`src/rtl/spi_mem_pkg.sv`:
```
// Shared opcode/state types for the burst-capable SPI memory slave.
// Optional build macro: SPI_SLAVE_PARITY_EN (adds WPAR/RPAR states).
package spi_mem_pkg;

   // Wire opcode: bit 0 selects write, bit 1 selects burst
   typedef enum logic [1:0] {
      OP_RD  = 2'b00,
      OP_WR  = 2'b01,
      OP_BRD = 2'b10,
      OP_BWR = 2'b11
   } op_t;

   typedef enum logic [3:0] {
      S_IDLE    = 4'd0,
      S_CMD     = 4'd1,
      S_ADDR    = 4'd2,
      S_WDATA   = 4'd3,
`ifdef SPI_SLAVE_PARITY_EN
      S_WPAR    = 4'd4,
      S_RPAR    = 4'd8,
`endif
      S_WCOMMIT = 4'd5,
      S_RD_PREP = 4'd6,
      S_RDATA   = 4'd7,
      S_RDONE   = 4'd9
   } state_t;

   // States in which a chip-select release cancels the transfer
   function automatic logic abortable(input state_t s);
      case (s)
         S_CMD, S_ADDR, S_WDATA, S_RDATA: return 1'b1;
`ifdef SPI_SLAVE_PARITY_EN
         S_WPAR, S_RPAR:                  return 1'b1;
`endif
         default:                         return 1'b0;
      endcase
   endfunction

   function automatic logic is_write(input op_t op);
      return (op == OP_WR) || (op == OP_BWR);
   endfunction

   function automatic logic is_burst(input op_t op);
      return (op == OP_BRD) || (op == OP_BWR);
   endfunction

endpackage

```
`src/rtl/spi_slave_mem_array.sv`:
```
// DEPTH x DATA_W storage: synchronous write, registered read, range check.
module spi_slave_mem_array #(
   parameter int unsigned DATA_W = 8,
   parameter int unsigned ADDR_W = 5,
   parameter int unsigned DEPTH  = 32
) (
   input  logic              clk,
   input  logic              rst,
   input  logic [ADDR_W-1:0] addr,
   input  logic              wr_en,
   input  logic [DATA_W-1:0] wr_data,
   input  logic              rd_en,
   output logic [DATA_W-1:0] rd_data,
   output logic              in_range_c
);

   localparam int unsigned IDX_W = (DEPTH > 1) ? $clog2(DEPTH) : 1;

   logic [DATA_W-1:0] mem [DEPTH];
   logic [IDX_W-1:0]  idx;

   assign in_range_c = ({1'b0, addr} < (ADDR_W + 1)'(DEPTH));
   assign idx        = IDX_W'(addr);

   // Write port; contents deliberately survive reset
   always_ff @(posedge clk) begin
      if (wr_en) begin
         mem[idx] <= wr_data;
      end
   end

   // Registered read port; out-of-range reads return zero
   always_ff @(posedge clk) begin
      if (!rst) begin
         rd_data <= '0;
      end else if (rd_en) begin
         rd_data <= in_range_c ? mem[idx] : '0;
      end
   end

endmodule

```
`src/rtl/spi_slave_mem_burst.sv`:
```
// SPI memory slave with burst read/write, wrapping address and error pulses.
// Optional build macro: SPI_SLAVE_PARITY_EN (even-parity bit after each word).
module spi_slave_mem_burst
   import spi_mem_pkg::*;
#(
   parameter int unsigned DATA_W = 8,
   parameter int unsigned ADDR_W = 5,
   parameter int unsigned DEPTH  = 32
) (
   input  logic clk,
   input  logic rst,
   input  logic i_cs,
   input  logic i_mosi,
   output logic o_miso,
   output logic o_ready,
   output logic o_op_done,
   output logic o_err,
   output logic o_busy
);

   localparam int unsigned MAX_W = (ADDR_W > DATA_W) ? ADDR_W : DATA_W;
   localparam int unsigned CNT_W = $clog2(MAX_W + 2);

   state_t            state;
   op_t               op_q;
   logic [ADDR_W-1:0] addr;
   logic [ADDR_W-1:0] addr_inc_c;
   logic [CNT_W-1:0]  count;
   logic [DATA_W-1:0] wdata;
   logic [DATA_W-1:0] rd_data;
   logic              wr_en_c;
   logic              rd_en_c;
   logic              in_range_c;
   logic              rd_bit_c;
`ifdef SPI_SLAVE_PARITY_EN
   logic              par_bit;
   logic              par_ok_c;

   assign par_ok_c = ((^wdata) == par_bit);
   assign wr_en_c  = rst && (state == S_WCOMMIT) && in_range_c && par_ok_c;
`else
   assign wr_en_c  = rst && (state == S_WCOMMIT) && in_range_c;
`endif

   // Last in-range word wraps to 0; out-of-range addresses roll over naturally
   assign addr_inc_c = (addr == ADDR_W'(DEPTH - 1)) ? '0 : addr + ADDR_W'(1);
   assign rd_bit_c   = |(rd_data & (DATA_W'(1) << count));
   assign rd_en_c    = (state == S_RD_PREP);

   spi_slave_mem_array #(
      .DATA_W (DATA_W),
      .ADDR_W (ADDR_W),
      .DEPTH  (DEPTH)
   ) u_mem (
      .clk        (clk),
      .rst        (rst),
      .addr       (addr),
      .wr_en      (wr_en_c),
      .wr_data    (wdata),
      .rd_en      (rd_en_c),
      .rd_data    (rd_data),
      .in_range_c (in_range_c)
   );

   // Frame sequencer; every output is the registered result of the current state
   always_ff @(posedge clk) begin
      if (!rst) begin
         state     <= S_IDLE;
         op_q      <= OP_RD;
         addr      <= '0;
         count     <= '0;
         wdata     <= '0;
`ifdef SPI_SLAVE_PARITY_EN
         par_bit   <= 1'b0;
`endif
         o_miso    <= 1'b0;
         o_ready   <= 1'b0;
         o_op_done <= 1'b0;
         o_err     <= 1'b0;
         o_busy    <= 1'b0;
      end else begin
         o_miso    <= 1'b0;
         o_ready   <= 1'b0;
         o_op_done <= 1'b0;
         o_err     <= 1'b0;
         o_busy    <= 1'b1;
         if (i_cs && abortable(state)) begin
            state  <= S_IDLE;
            count  <= '0;
            o_err  <= 1'b1;
            o_busy <= 1'b0;
         end else begin
            case (state)
               S_IDLE: begin
                  count  <= '0;
                  o_busy <= ~i_cs;
                  if (!i_cs) begin
                     state <= S_CMD;
                  end
               end
               S_CMD: begin
                  if (count == '0) begin
                     op_q  <= op_t'({1'b0, i_mosi});
                     count <= CNT_W'(1);
                  end else begin
                     op_q  <= op_t'({i_mosi, op_q[0]});
                     count <= '0;
                     state <= S_ADDR;
                  end
               end
               S_ADDR: begin
                  addr <= ADDR_W'({i_mosi, addr} >> 1);
                  if (count == CNT_W'(ADDR_W - 1)) begin
                     count <= '0;
                     state <= is_write(op_q) ? S_WDATA : S_RD_PREP;
                  end else begin
                     count <= count + CNT_W'(1);
                  end
               end
               S_WDATA: begin
                  wdata <= DATA_W'({i_mosi, wdata} >> 1);
                  if (count == CNT_W'(DATA_W - 1)) begin
                     count <= '0;
`ifdef SPI_SLAVE_PARITY_EN
                     state <= S_WPAR;
`else
                     state <= S_WCOMMIT;
`endif
                  end else begin
                     count <= count + CNT_W'(1);
                  end
               end
`ifdef SPI_SLAVE_PARITY_EN
               S_WPAR: begin
                  par_bit <= i_mosi;
                  state   <= S_WCOMMIT;
               end
`endif
               S_WCOMMIT: begin
                  o_op_done <= 1'b1;
`ifdef SPI_SLAVE_PARITY_EN
                  o_err     <= ~in_range_c | ~par_ok_c;
`else
                  o_err     <= ~in_range_c;
`endif
                  if (is_burst(op_q) && !i_cs) begin
                     addr  <= addr_inc_c;
                     state <= S_WDATA;
                  end else begin
                     state  <= S_IDLE;
                     o_busy <= 1'b0;
                  end
               end
               S_RD_PREP: begin
                  o_ready <= 1'b1;
                  o_err   <= ~in_range_c;
                  count   <= '0;
                  state   <= S_RDATA;
               end
               S_RDATA: begin
                  o_miso <= rd_bit_c;
                  if (count == CNT_W'(DATA_W - 1)) begin
                     count <= '0;
`ifdef SPI_SLAVE_PARITY_EN
                     state <= S_RPAR;
`else
                     state <= S_RDONE;
`endif
                  end else begin
                     count <= count + CNT_W'(1);
                  end
               end
`ifdef SPI_SLAVE_PARITY_EN
               S_RPAR: begin
                  o_miso <= ^rd_data;
                  state  <= S_RDONE;
               end
`endif
               S_RDONE: begin
                  o_op_done <= 1'b1;
                  if (is_burst(op_q) && !i_cs) begin
                     addr  <= addr_inc_c;
                     state <= S_RD_PREP;
                  end else begin
                     state  <= S_IDLE;
                     o_busy <= 1'b0;
                  end
               end
               default: begin
                  state  <= S_IDLE;
                  o_busy <= 1'b0;
               end
            endcase
         end
      end
   end

endmodule

```
`config.mk`:
```
export PLATFORM = sky130hd
export DESIGN_NAME = spi_slave_mem_burst
export DESIGN_NICKNAME = d
export VERILOG_FILES = /design/src/rtl/spi_mem_pkg.sv /design/src/rtl/spi_slave_mem_array.sv /design/src/rtl/spi_slave_mem_burst.sv
export SDC_FILE = /design/constraint.sdc
export NUM_CORES = 1
export LEC_CHECK = 0
export BUFFER_PORTS_ARGS = -buffer_cell sky130_fd_sc_hd__buf_2
export CORE_MARGIN = 5
export CORE_UTILIZATION = 55
export CTS_BUF_LIST = sky130_fd_sc_hd__clkbuf_4 sky130_fd_sc_hd__clkbuf_8 sky130_fd_sc_hd__clkbuf_16
export CTS_CLUSTER_DIAMETER = 80
export DETAILED_ROUTE_END_ITERATION = 10
export GPL_ROUTABILITY_DRIVEN = 0
export GPL_TIMING_DRIVEN = 0
export PLACE_DENSITY = 0.71
export SETUP_SLACK_MARGIN = 0.5
export SKIP_LAST_GASP = 1
export SLEW_MARGIN = 25
export SYNTH_ARGS = -nofsm -noshare
export SYNTH_HDL_FRONTEND = slang
export SYNTH_HIERARCHICAL = 1
export SYNTH_SLANG_ARGS = --single-unit
```
`constraint.sdc`:
```
create_clock -name clk -period 3.25 [get_ports clk]
set_clock_uncertainty 0.1 [all_clocks]
set_input_delay 0.1625 -clock clk [delete_from_list [all_inputs] [get_ports clk]]
set_output_delay 0.1625 -clock clk [all_outputs]
set_load 0.01 [all_outputs]
```
==> reports/metrics.cfg <==
[placement]
placed_area_mm2=0.0123
place_hpwl_um=17800
pre_cts_slack_ns=-0.243
port_buffers=8

[sta]
drv_slew=0
fmax_ghz=0.364
final.min_clock_period_ns=2.75
slew_headroom_pct=47.3
finalCritPeriodShare_pct=84.6
worst_slew_pin_slew_ns=0.791
worst_slack_ns=0.499
rsz0062_at_grt=no
setup_viol=0
hold_violations=0

[yosys]
synthTopCellsByArea=edfxtp_1, mux4_2, dfxtp_1
syn_inst=721
synth_seq_cells=292
avgSynthCellArea_um2=16.5
synth_top_area_share_pct=64.5
syn-num-nets=733
synth_edf_count=256
syn_area_mm2=0.0119
synth_cell_type_count=66
synth-main-ff-cell=edfxtp_1
ys_seq_area_share_pct=70.6
ys_warn_count=6
yosys.area.top_type=edfxtp_1
ys_async_sr_fraction_pct=0

[cells_and_area]
diodes=0
area_delta_synth_final_pct=16.8
fillers=1350
fin_util_pct=65.8
postLayoutCellArea_mm2=0.0139
ff_latch_area_mm2=0.00842
multiInputGateArea_mm2=0.00350
drive_above_1_share_pct=27.6
layout.nets=794

[cts]
clock_latency_ns=0.57
cts_max_level=1
cts_sinks=292
clk_pin_slew_ns=0.07
cts_buffers=28
cts.path.max_buffers=3
cts_tree=yes
root_buffer=clkbuf_16

[grt]
met1_usage_pct=33.0
use_met2_pct=38.2
met3_usage_pct=4.32
antenna_found_initial=0
grt_max_degree=35
grt_use_total_pct=23.7
grt.busiest_layer=met2
grt_pass1_wl_um=43600
overflow=0
grt_pass1_vias=7094

[min_path]
min_path_cells=4
min_path_type=in -> reg
hold_end=op_q[0]
hp-start=i_mosi

[drt]
drt-total-wl_um=28800
first_pass_iters=5
dr_total_vias=7049
drt_iter0_drc=971
wl_per_cell_um=26.7
drc=0
via_per_inst=6.53
ant_nets=0

[floorplanning]
die_y_um=157
ios=9
dieWidth_um=157
die_area_mm2=0.0247
core_mm2=0.0212
start_util_pct=56.3
row_count=53

[worst_setup_path]
worstPathRequired_ns=3.56
crit_fanout=10
reg2reg_from=addr[2]
r2r_cells=7
startpoint_type=flop
r2r_end=u_mem/rd_data[4]
worstPathArrival_ns=3.06
critPathKind=reg -> reg
cp-end-kind=flop
rrSetupSlack_ns=0.50

[pwr]
ir_drop_mv=0.491
p_leak_nw=4.47
p_per_area_mw_per_mm2=564

[outcome]
status=finished clean

[job]
maxCapViolCount=0

layout make-up:
| cell class | instances | area share [%] |
|---|---|---|
| sequential | 292 | 60.5 |
| multi-input combinational | 376 | 25.2 |
| clock buffer | 44 | 6.26 |
| timing repair buffer | 31 | 2.84 |
| tap | 275 | 2.47 |
| buffer | 41 | 1.97 |
| clock inverter | 8 | 0.485 |
| inverter | 12 | 0.324 |
placed cells by master, fill, tap and decap left out, types with 12 or more instances in the layout:
cell type / instances
o21ai_0: 25
buf_4: 17
clkbuf_16: 28
nor2_4: 32
buf_2: 16
buf_12: 14
edfxtp_1: 256
clkbuf_4: 12
nand2_1: 26
mux2i_1: 48
mux4_2: 44
dfxtp_1: 28
a21oi_1: 17
nor2_1: 29
cells by family after synthesis:
group	Yosys count	share of synthesized area [%]
other cells	1	0.0315
simple gates	156	6.37
buf+inv	53	2.35
fa+ha+maj	10	1.01
mux	101	13.2
xor+xnor	3	0.221
compound gates	105	6.24
flops	292	70.6
state kept, by name, summed over array words and instances, names as in the netlist:
signal         cells
count              4
o_ready            1
o_miso             1
o_op_done          1
u_mem/rd_data      8
o_err              1
u_mem/mem        256
o_busy             1
state              4
op_q               2
addr               5
wdata              8
worst max path at each step:
stage / startpoint / end / slack [ns] / cells past startpoint
3_5_place_dp: addr[0] / u_mem/mem[9][4] / -0.24 / 7
5_1_grt: addr[0] / u_mem/mem[1][3] / 0.48 / 8
3_3_place_gp: addr[0] / u_mem/mem[17][5] / -0.16 / 7
2_1_floorplan: state[0] / u_mem/mem[28][0] / 0.76 / 7
4_1_cts: addr[1] / u_mem/mem[6][4] / 0.51 / 7
6_report: addr[2] / u_mem/rd_data[4] / 0.50 / 7
where the power goes:
part	switching (mW)	leakage (nW)	internal [mW]
clock network	1.35	0.476	1.85
logic	0.346	1.32	0.233
registers	0.0252	2.67	4.04
synthesized netlist by cell type, types with 3 or more instances:
| cell | instances |
|---|---|
| a21oi_1 | 17 |
| a222oi_1 | 3 |
| a22oi_1 | 9 |
| a311oi_1 | 4 |
| a41oi_1 | 4 |
| and3_1 | 9 |
| buf_2 | 14 |
| buf_4 | 11 |
| buf_6 | 3 |
| clkbuf_1 | 13 |
| dfxtp_1 | 36 |
| edfxtp_1 | 256 |
| ha_1 | 8 |
| inv_1 | 11 |
| mux2_2 | 7 |
| mux2i_1 | 49 |
| mux4_2 | 44 |
| nand2_1 | 26 |
| nand2b_1 | 5 |
| nand3_1 | 12 |
| nand4b_1 | 3 |
| nor2_1 | 61 |
| nor2b_1 | 8 |
| nor3_1 | 10 |
| nor4_1 | 6 |
| o21ai_0 | 25 |
| o221ai_1 | 6 |
| o22a_1 | 4 |
| o22ai_1 | 7 |
| or2_2 | 4 |
routing by layer:
layer	part of all wire [%]	wire length, um
met5	0	0
met4	3.7	1060
met3	9.0	2600
met2	48	13700
met1	40	11400
through the flow:
stage / cells / hold WS, ns / setup TNS (ns) / total power [mW]
after CTS: 1075 / 0.373 / 0 / 7.86
after detailed placement: 1004 / 0.385 / -26.07 / 4.69
after global placement: 1004 / 0.385 / -17.28 / 4.67
after global routing: 1079 / 0.414 / 0 / 8.10
after floorplan: 721 / 0.196 / 0 / 4.54
final: 1079 / 0.371 / 0 / 7.85
critical path: stages, from the launching register on:
cell and delay [ns]:
dfxtp_1 0.42, buf_2 0.27, nand2b_1 0.29, or2_2 0.18, clkbuf_1 0.60, o22ai_1 0.22, o21ai_0 0.35, a41oi_1 0.17
timing repair:
action	in CTS	in global routing
gates resized for setup	72	19
pin swaps	14	5
hold buffers	3	0
setup buffers	16	4
hold endpoints to repair	14	0
endpoints found under the setup margin	258	263
Power figures use the tool's default switching activity.
